### src/rtl/pipe_register_pkg.sv
// Default geometry shared by every user of the pipe register.
package pipe_register_pkg;
    localparam int DEFAULT_WIDTH  = 8;
    localparam int DEFAULT_STAGES = 4;
endpackage

### src/rtl/pipe_register_stage.sv
// Purpose: one data+valid slot of the elastic pipe; loads its predecessor when enabled.
// Latency: 1 cycle per slot.
// Backpressure: holds its contents whenever load is low; flush drops valid, keeps data.
module pipe_stage #(
    parameter int WIDTH = 8
) (
    input  logic             clk,
    input  logic             reset_n,
    input  logic             flush,
    input  logic             load,
    input  logic             d_valid,
    input  logic [WIDTH-1:0] d_data,
    output logic             q_valid,
    output logic [WIDTH-1:0] q_data
);

    always_ff @(posedge clk) begin
        if (!reset_n) begin
            q_valid <= 1'b0;
            q_data  <= '0;
        end else if (flush) begin
            q_valid <= 1'b0;
        end else if (load) begin
            q_valid <= d_valid;
            // Only capture real words so idle slots keep their last value.
            if (d_valid) begin
                q_data <= d_data;
            end
        end
    end

endmodule

### src/rtl/pipe_register.sv
// Purpose: STAGES-deep valid/ready register pipeline with bubble collapse, flush and occupancy count.
// Latency: STAGES cycles input transfer to out_valid when empty; one word per cycle sustained.
// Backpressure: out_ready low stalls the tail; empty slots still fill, in_ready drops only when all slots are held.
module pipe_register
    import pipe_register_pkg::*;
#(
    parameter int WIDTH  = DEFAULT_WIDTH,
    parameter int STAGES = DEFAULT_STAGES
) (
    input  logic                         clk,
    input  logic                         reset_n,
    input  logic [WIDTH-1:0]             in_data,
    input  logic                         in_valid,
    output logic                         in_ready,
    output logic [WIDTH-1:0]             out_data,
    output logic                         out_valid,
    input  logic                         out_ready,
    input  logic                         flush,
    output logic [$clog2(STAGES+1)-1:0]  count
);

    localparam int CW = $clog2(STAGES + 1);

    logic [STAGES-1:0] vld;
    logic [STAGES-1:0] ld;
    logic [WIDTH-1:0]  dat [STAGES];
    logic              in_xfer;
    logic              out_xfer;
    logic [CW-1:0]     count_q;

    // A slot loads when it is empty or its own word moves on; walk tail to head.
    always_comb begin
        logic moving;
        ld     = '0;
        moving = out_ready;
        for (int i = STAGES - 1; i >= 0; i--) begin
            ld[i]  = ~vld[i] | moving;
            moving = ld[i];
        end
    end

    assign in_ready = reset_n & ~flush & ld[0];
    assign in_xfer  = in_valid & in_ready;
    assign out_xfer = vld[STAGES-1] & out_ready & ~flush;

    for (genvar i = 0; i < STAGES; i++) begin : g_stage
        logic             d_valid;
        logic [WIDTH-1:0] d_data;

        if (i == 0) begin : g_head
            assign d_valid = in_xfer;
            assign d_data  = in_data;
        end else begin : g_body
            assign d_valid = vld[i-1];
            assign d_data  = dat[i-1];
        end

        pipe_stage #(
            .WIDTH (WIDTH)
        ) u_stage (
            .clk     (clk),
            .reset_n (reset_n),
            .flush   (flush),
            .load    (ld[i]),
            .d_valid (d_valid),
            .d_data  (d_data),
            .q_valid (vld[i]),
            .q_data  (dat[i])
        );
    end

    always_ff @(posedge clk) begin
        if (!reset_n || flush) begin
            count_q <= '0;
        end else begin
            count_q <= count_q + CW'(in_xfer) - CW'(out_xfer);
        end
    end

    assign out_valid = vld[STAGES-1];
    assign out_data  = dat[STAGES-1];
    assign count     = count_q;

endmodule

### config.mk
export PLATFORM = sky130hd
export DESIGN_NAME = pipe_register
export DESIGN_NICKNAME = d
export VERILOG_FILES = /design/src/rtl/pipe_register_pkg.sv /design/src/rtl/pipe_register_stage.sv /design/src/rtl/pipe_register.sv
export SDC_FILE = /design/constraint.sdc
export NUM_CORES = 1
export LEC_CHECK = 0
export BUFFER_PORTS_ARGS = -buffer_cell sky130_fd_sc_hd__buf_4
export CAP_MARGIN = 20
export CORE_MARGIN = 4
export CORE_UTILIZATION = 49
export DETAILED_ROUTE_END_ITERATION = 12
export GPL_TIMING_DRIVEN = 0
export PLACE_DENSITY = 0.73
export SYNTH_ARGS = -nofsm -noshare
export SYNTH_HDL_FRONTEND = slang
export SYNTH_SLANG_ARGS = --single-unit
export TNS_END_PERCENT = 10
### constraint.sdc
create_clock -name clk -period 1.8 [get_ports clk]
set_clock_uncertainty 0.05 [all_clocks]
set_input_delay 0.18 -clock clk [delete_from_list [all_inputs] [get_ports clk]]
set_output_delay 0.18 -clock clk [all_outputs]
set_load 0.02 [all_outputs]
# ---- Word-level counts from Yosys, hierarchy flattened
# Cells that the tools add are included.
dict set report word_totals {
  register_bits 39
  in_bits 13
  output_inout_bits 13
  elab_cells 33
}
dict set report op_classes {
  n_addsub 2
  bitwise 15
  reduce_logical 7
}
# op count
set op_table {}
lappend op_table {{AND reduction 3 bit} 4}
lappend op_table {{inverter 1 bit} 6}
lappend op_table {{AND 1 bit} 5}
lappend op_table {{OR 1 bit} 4}
lappend op_table {{adder 3 x 1 -> 3 bit} 1}
lappend op_table {{subtractor 3 x 1 -> 3 bit} 1}
lappend op_table {{OR reduction 2 bit} 1}
lappend op_table {{zero test 1 bit} 1}
lappend op_table {{logical OR 1 bit} 1}

# ---- Logic depth before layout (Yosys ltp)
dict set report logic_depth {
  ltp_word 9
  depth_mapped 10
  mapped_depth_nobuf 9
}

# ---- Hierarchy
# From an unflattened synthesis, not the netlist that was laid out.
dict set report hier_totals {
  cells_unflattened 181
  hier_area_um2 1705.4
}
# mod n_inst cells_each area_per_inst_um2 seq_area_each_um2
set modules_own_cells {}
lappend modules_own_cells {pipe_stage 4 39 370.4 180.2}
lappend modules_own_cells {pipe_register 1 25 224.0 60.1}

# ---- Worst setup path before layout
# OpenSTA, ideal clock, no wires.
dict set report synth_timing {
  path_kind {register to register}
  start {register g_stage[3].u_stage.q_valid}
  end {register count_q[2] (netlist: count[2])}
  setup_time_ns 0.124
  t_arrival_ns 2.189
  t_required_ns 1.626
  slack_ns -0.563
  path_stages_with_launch 10
  path_buffers 0
  synth_period_minus_slack_ns 2.363
  cell_sequence {dfxtp_1 and4b_1 a21oi_1 nand2_1 ha_1 inv_1 ha_1 fa_1 xnor2_1 nor2_1}
}
dict set report synth_via {
  elab_chain_len 9
  word_cells_on_any_way 11
  cone_classes {2 x add/sub; 9 x bitwise}
}
# element line_no
set synth_lines {}
lappend synth_lines {{start: declaration} pipe_register_stage.sv:13} ;# output logic q_valid,
lappend synth_lines {{start signal: assignment} pipe_register_stage.sv:24} ;# q_valid <= d_valid;
lappend synth_lines {{inverter 1 bit} pipe_register.sv:37} ;# ld[i] = ~vld[i] | moving;
lappend synth_lines {{OR 1 bit (4 in a row)} pipe_register.sv:37}
lappend synth_lines {{AND 1 bit} pipe_register.sv:42} ;# assign in_ready = reset_n & ~flush & ld[0];
lappend synth_lines {{net in_ready} pipe_register.sv:14} ;# output logic in_ready,
lappend synth_lines {{AND 1 bit} pipe_register.sv:43} ;# assign in_xfer = in_valid & in_ready;
lappend synth_lines {{adder 3 x 1 -> 3 bit} pipe_register.sv:76} ;# count_q <= count_q + CW'(in_xfer) - CW'(out_xfer);
lappend synth_lines {{subtractor 3 x 1 -> 3 bit} pipe_register.sv:76}
lappend synth_lines {{end signal: assignment} pipe_register.sv:76}
lappend synth_lines {{end: declaration} pipe_register.sv:29} ;# logic [CW-1:0] count_q;
# The timed path passes the listed nets, and every way through them passes these cells.
# A chain may end at the register's enable or synchronous reset.

# ---- Worst setup path after layout
dict set report layout_timing {
  start {register g_stage[3].u_stage.q_valid}
  end {register count_q[1] (netlist: count[1])}
}
dict set report layout_via {
  elab_chain_len 9
  word_cells_on_any_way 11
  cone_classes {2 x add/sub; 9 x bitwise}
}
# element line_no
set layout_lines {}
lappend layout_lines {{inverter 1 bit} pipe_register.sv:37}
lappend layout_lines {{OR 1 bit (4 in a row)} pipe_register.sv:37}
lappend layout_lines {{AND 1 bit} pipe_register.sv:42}
lappend layout_lines {{AND 1 bit} pipe_register.sv:43}
lappend layout_lines {{adder 3 x 1 -> 3 bit} pipe_register.sv:76}
lappend layout_lines {{subtractor 3 x 1 -> 3 bit (*)} pipe_register.sv:76}
# Mark *: on every way between the ends. The rest lies on a longest branch, timed or not.

==> qor.csv <==
metric,value,unit
outcome,"finished, violations left",
violated checks,negative setup slack,
Antenna Cells,0,
Mean Syn Cell Area,9.24,sq um
most common cell in the netlist,dfxtp_1,
"top cells by count, synth","39 x dfxtp_1, 26 x nand2_1, 16 x mux2i_1, 16 x nand3_1",
final setup fails,2,
grt ovf,0,
cell taking the most area after synthesis,dfxtp_1,
RD Place Congestion,0.849,
r2r endpoint,count[1],
Final ANT Viol Nets,0,
type of the worst min-delay path,in2reg,
Clock Latency Late Sink,0.34,ns
ratio of cells with drive above 1 in the final layout,0.242,
Syn. warnings,0,
Worst Path Max Fanout,2,
vias in the first global route,1334,
slew margin rel.,0.700,
leakage power,0.868,nW
CP arrival,2.30,ns
root buffer cell,clkbuf_4,
crit path time final,2.07,ns
initial antenna violation count,0,
worst r2r src,g_stage[3].u_stage.q_valid,
worst path cell trace,and4b_2 -> a21oi_4 -> nand2_1 -> ha_1 -> inv_1 -> ha_2 -> fa_2 -> inv_2 -> nor2_1,
TritonCTS clock tree,done,
Multi-input gate area,795,sq um
post-layout util,0.655,
Total Routing Usage GR,0.176,
Mapped Nets,194,
post-DR vias/cell,5.18,
CP Capture Point,count[1],
Post-Synthesis Cells,178,
register area share after synthesis,0.475,
critical path's largest stage delay,0.53,ns
H-tree depth,2,
Iter 0 DRT Violations,46,
maxcap violations,0,
Nets,230,
Fillers,280,
"Cell Area, Synth",0.00165,sq mm
Setup crit end kind,flop,
NetSw,0.330,mW
"Slew Viols, Final",0,
WL final,3350,um
largest cells by area after synthesis,"dfxtp_1 47%, mux2i_1 9.7%, nand2_1 5.9%",
Worst setup startpoint,g_stage[3].u_stage.q_valid,
ys flop type,dfxtp_1,
Placed Cells incl. Taps,247,
Die X,65.9,um
Die Height,65.9,um
required time of the critical path,2.03,ns
worst r2r path cells,9,
final hold violation count,0,
slowest library cell on the worst path,fa_2,
Post-route DRC,0,
global-route wire length before repair,5800,um
Synth Register Bits,39,
cell area power density,794,mW/mm^2
TritonRoute pass-1 iters,6,
f_max,0.482,GHz
count of cell types in the netlist,26,
# IOs,26,
Post-CTS Hold Buffers,0,
DPL Wire Length,2570,um
Rows,20,
ys async rst share,0,
worst-case clock buffer depth,2,
Clock Pin Slew Worst Setup and Hold Paths,0.11,ns
Pint,1.30,mW
die area,0.00435,sq mm
Syn-to-layout area delta,24.5,%
worst setup margin,-0.273,ns
largest net degree at the start of global routing,13,
CP Launch Type,flop,
clock sinks,39,
Reg area,788,sq um
RSZ-0062 raised after global routing,yes,
CORE AREA,0.00313,sq mm
FF-to-FF setup slack,-0.27,ns
Critical Setup Path Class,reg2reg,
I/O Buffers,25,
DR WL/cell,12.9,um
Clk pwr share,0.398,
Worst-Margin Slew,0.450,ns
initial core utilization,0.526,
Sequential Power Share,0.540,
"Cell Count, Final, Fillers Out",259,
total number of vias,1341,
Comb pwr share,0.062,
Max VDD drop,0.599,mV
post-synth top area share,0.475,
final cycle utilization of the critical path,1.15,
cts bufs inserted,5,
Hold Startpoint,in_valid,
sw frac,0.203,
Post-synth EDFFs,0,
repair_timing:
item                       in CTS  in global routing
gates resized for setup         4                  2
pin swaps                       1                  4
setup endpoints to repair       2                  2
setup buffers                   2                  2
power groups by stage:
| stage | Combinational [mW] | Clock, mW | Sequential [mW] |
|---|---|---|---|
| final | 0.101 | 0.647 | 0.877 |
| after global routing | 0.112 | 0.707 | 0.880 |
| after CTS | 0.0992 | 0.666 | 0.877 |
| after detailed placement | 0.0981 | 0 | 0.899 |
| after global placement | 0.0941 | 0 | 0.898 |
| after floorplan | 0.0572 | 0 | 0.898 |
layout by cell type (no fill, tap or decap), types with 2 or more instances in the layout:
master / synthesis / final
dfxtp_1: 39 / 37
buf_4: 0 / 29
nand2_1: 26 / 26
mux2i_1: 16 / 16
nand3_1: 16 / 16
clkbuf_1: 8 / 8
o21ai_0: 8 / 8
a21boi_0: 8 / 8
nor2_1: 8 / 8
o2111ai_1: 8 / 8
o221ai_1: 8 / 8
inv_1: 6 / 5
clkbuf_4: 0 / 5
buf_2: 4 / 4
nand2b_1: 3 / 3
a21oi_1: 4 / 3
buf_1: 2 / 2
inv_2: 1 / 2
nor2b_1: 2 / 2
dfxtp_4: 0 / 2
worst min path at each step:
stage / endpoint / slack, ns / cells after the start
5_1_grt: g_stage[0].u_stage.q_valid / 0.02 / 3
6_report: g_stage[0].u_stage.q_valid / 0.02 / 3
3_3_place_gp: g_stage[0].u_stage.q_valid / 0.37 / 3
3_5_place_dp: g_stage[0].u_stage.q_valid / 0.38 / 3
2_1_floorplan: g_stage[0].u_stage.q_valid / 0.25 / 2
4_1_cts: g_stage[0].u_stage.q_valid / 0.01 / 3
state kept, by name (all words and copies together) (netlist names):
| register | count |
|---|---|
| g_stage.u_stage.q_valid | 4 |
| count | 3 |
| g_stage.u_stage.q_data | 32 |
cells by family (layout without fill, tap and decap cells):
| logic type | Yosys count | after routing | share of synthesized area |
|---|---|---|---|
| simple gates | 59 | 59 | 0.169 |
| flops | 39 | 39 | 0.475 |
| compound gates | 37 | 37 | 0.164 |
| buf+inv | 22 | 59 | 0.0578 |
| mux | 16 | 16 | 0.0973 |
| fa+ha+maj | 3 | 3 | 0.0274 |
| xor+xnor | 2 | 2 | 0.0106 |
through the flow:
stage / hold WS, ns / area (sq um) / setup TNS, ns / total power [mW] / setup slack (ns)
final: 0.0236 / 2050 / -0.516 / 1.63 / -0.273
after global routing: 0.0173 / 2050 / -0.701 / 1.70 / -0.368
after CTS: 0.0134 / 2030 / -0.496 / 1.64 / -0.253
after detailed placement: 0.376 / 1910 / -0.693 / 0.997 / -0.347
after global placement: 0.369 / 1910 / -0.565 / 0.992 / -0.292
after floorplan: 0.247 / 1670 / -0.531 / 0.956 / -0.277
critical path, delay by kind of cell, from the launching register on:
| family | cells | cell delay, ns |
|---|---|---|
| flip-flops | 1 | 0.36 |
| AND/OR/NAND/NOR | 3 | 0.42 |
| adder cells (fa/ha/maj) | 3 | 0.96 |
| AO/OA/AOI/OAI | 1 | 0.16 |
| buffers and inverters | 2 | 0.07 |
per-layer routing:
layer	GRT usage	vias to the layer above	wire (um)
met2	0.308	24	1660
met1	0.200	608	1490
met5	0	-	0
met4	0.0838	0	64
li1	-	701	-
met3	0.0425	8	137
area by class of cell:
cell class	count	share of cell area
Multi-Input combinational cell	117	0.388
Sequential cell	39	0.385
Timing Repair Buffer	29	0.106
Buffer	15	0.0342
Clock buffer	7	0.0324
Tap cell	44	0.0269
Clock inverter	1	0.0147
Inverter	7	0.0128
(Power assumes the default switching activity.)
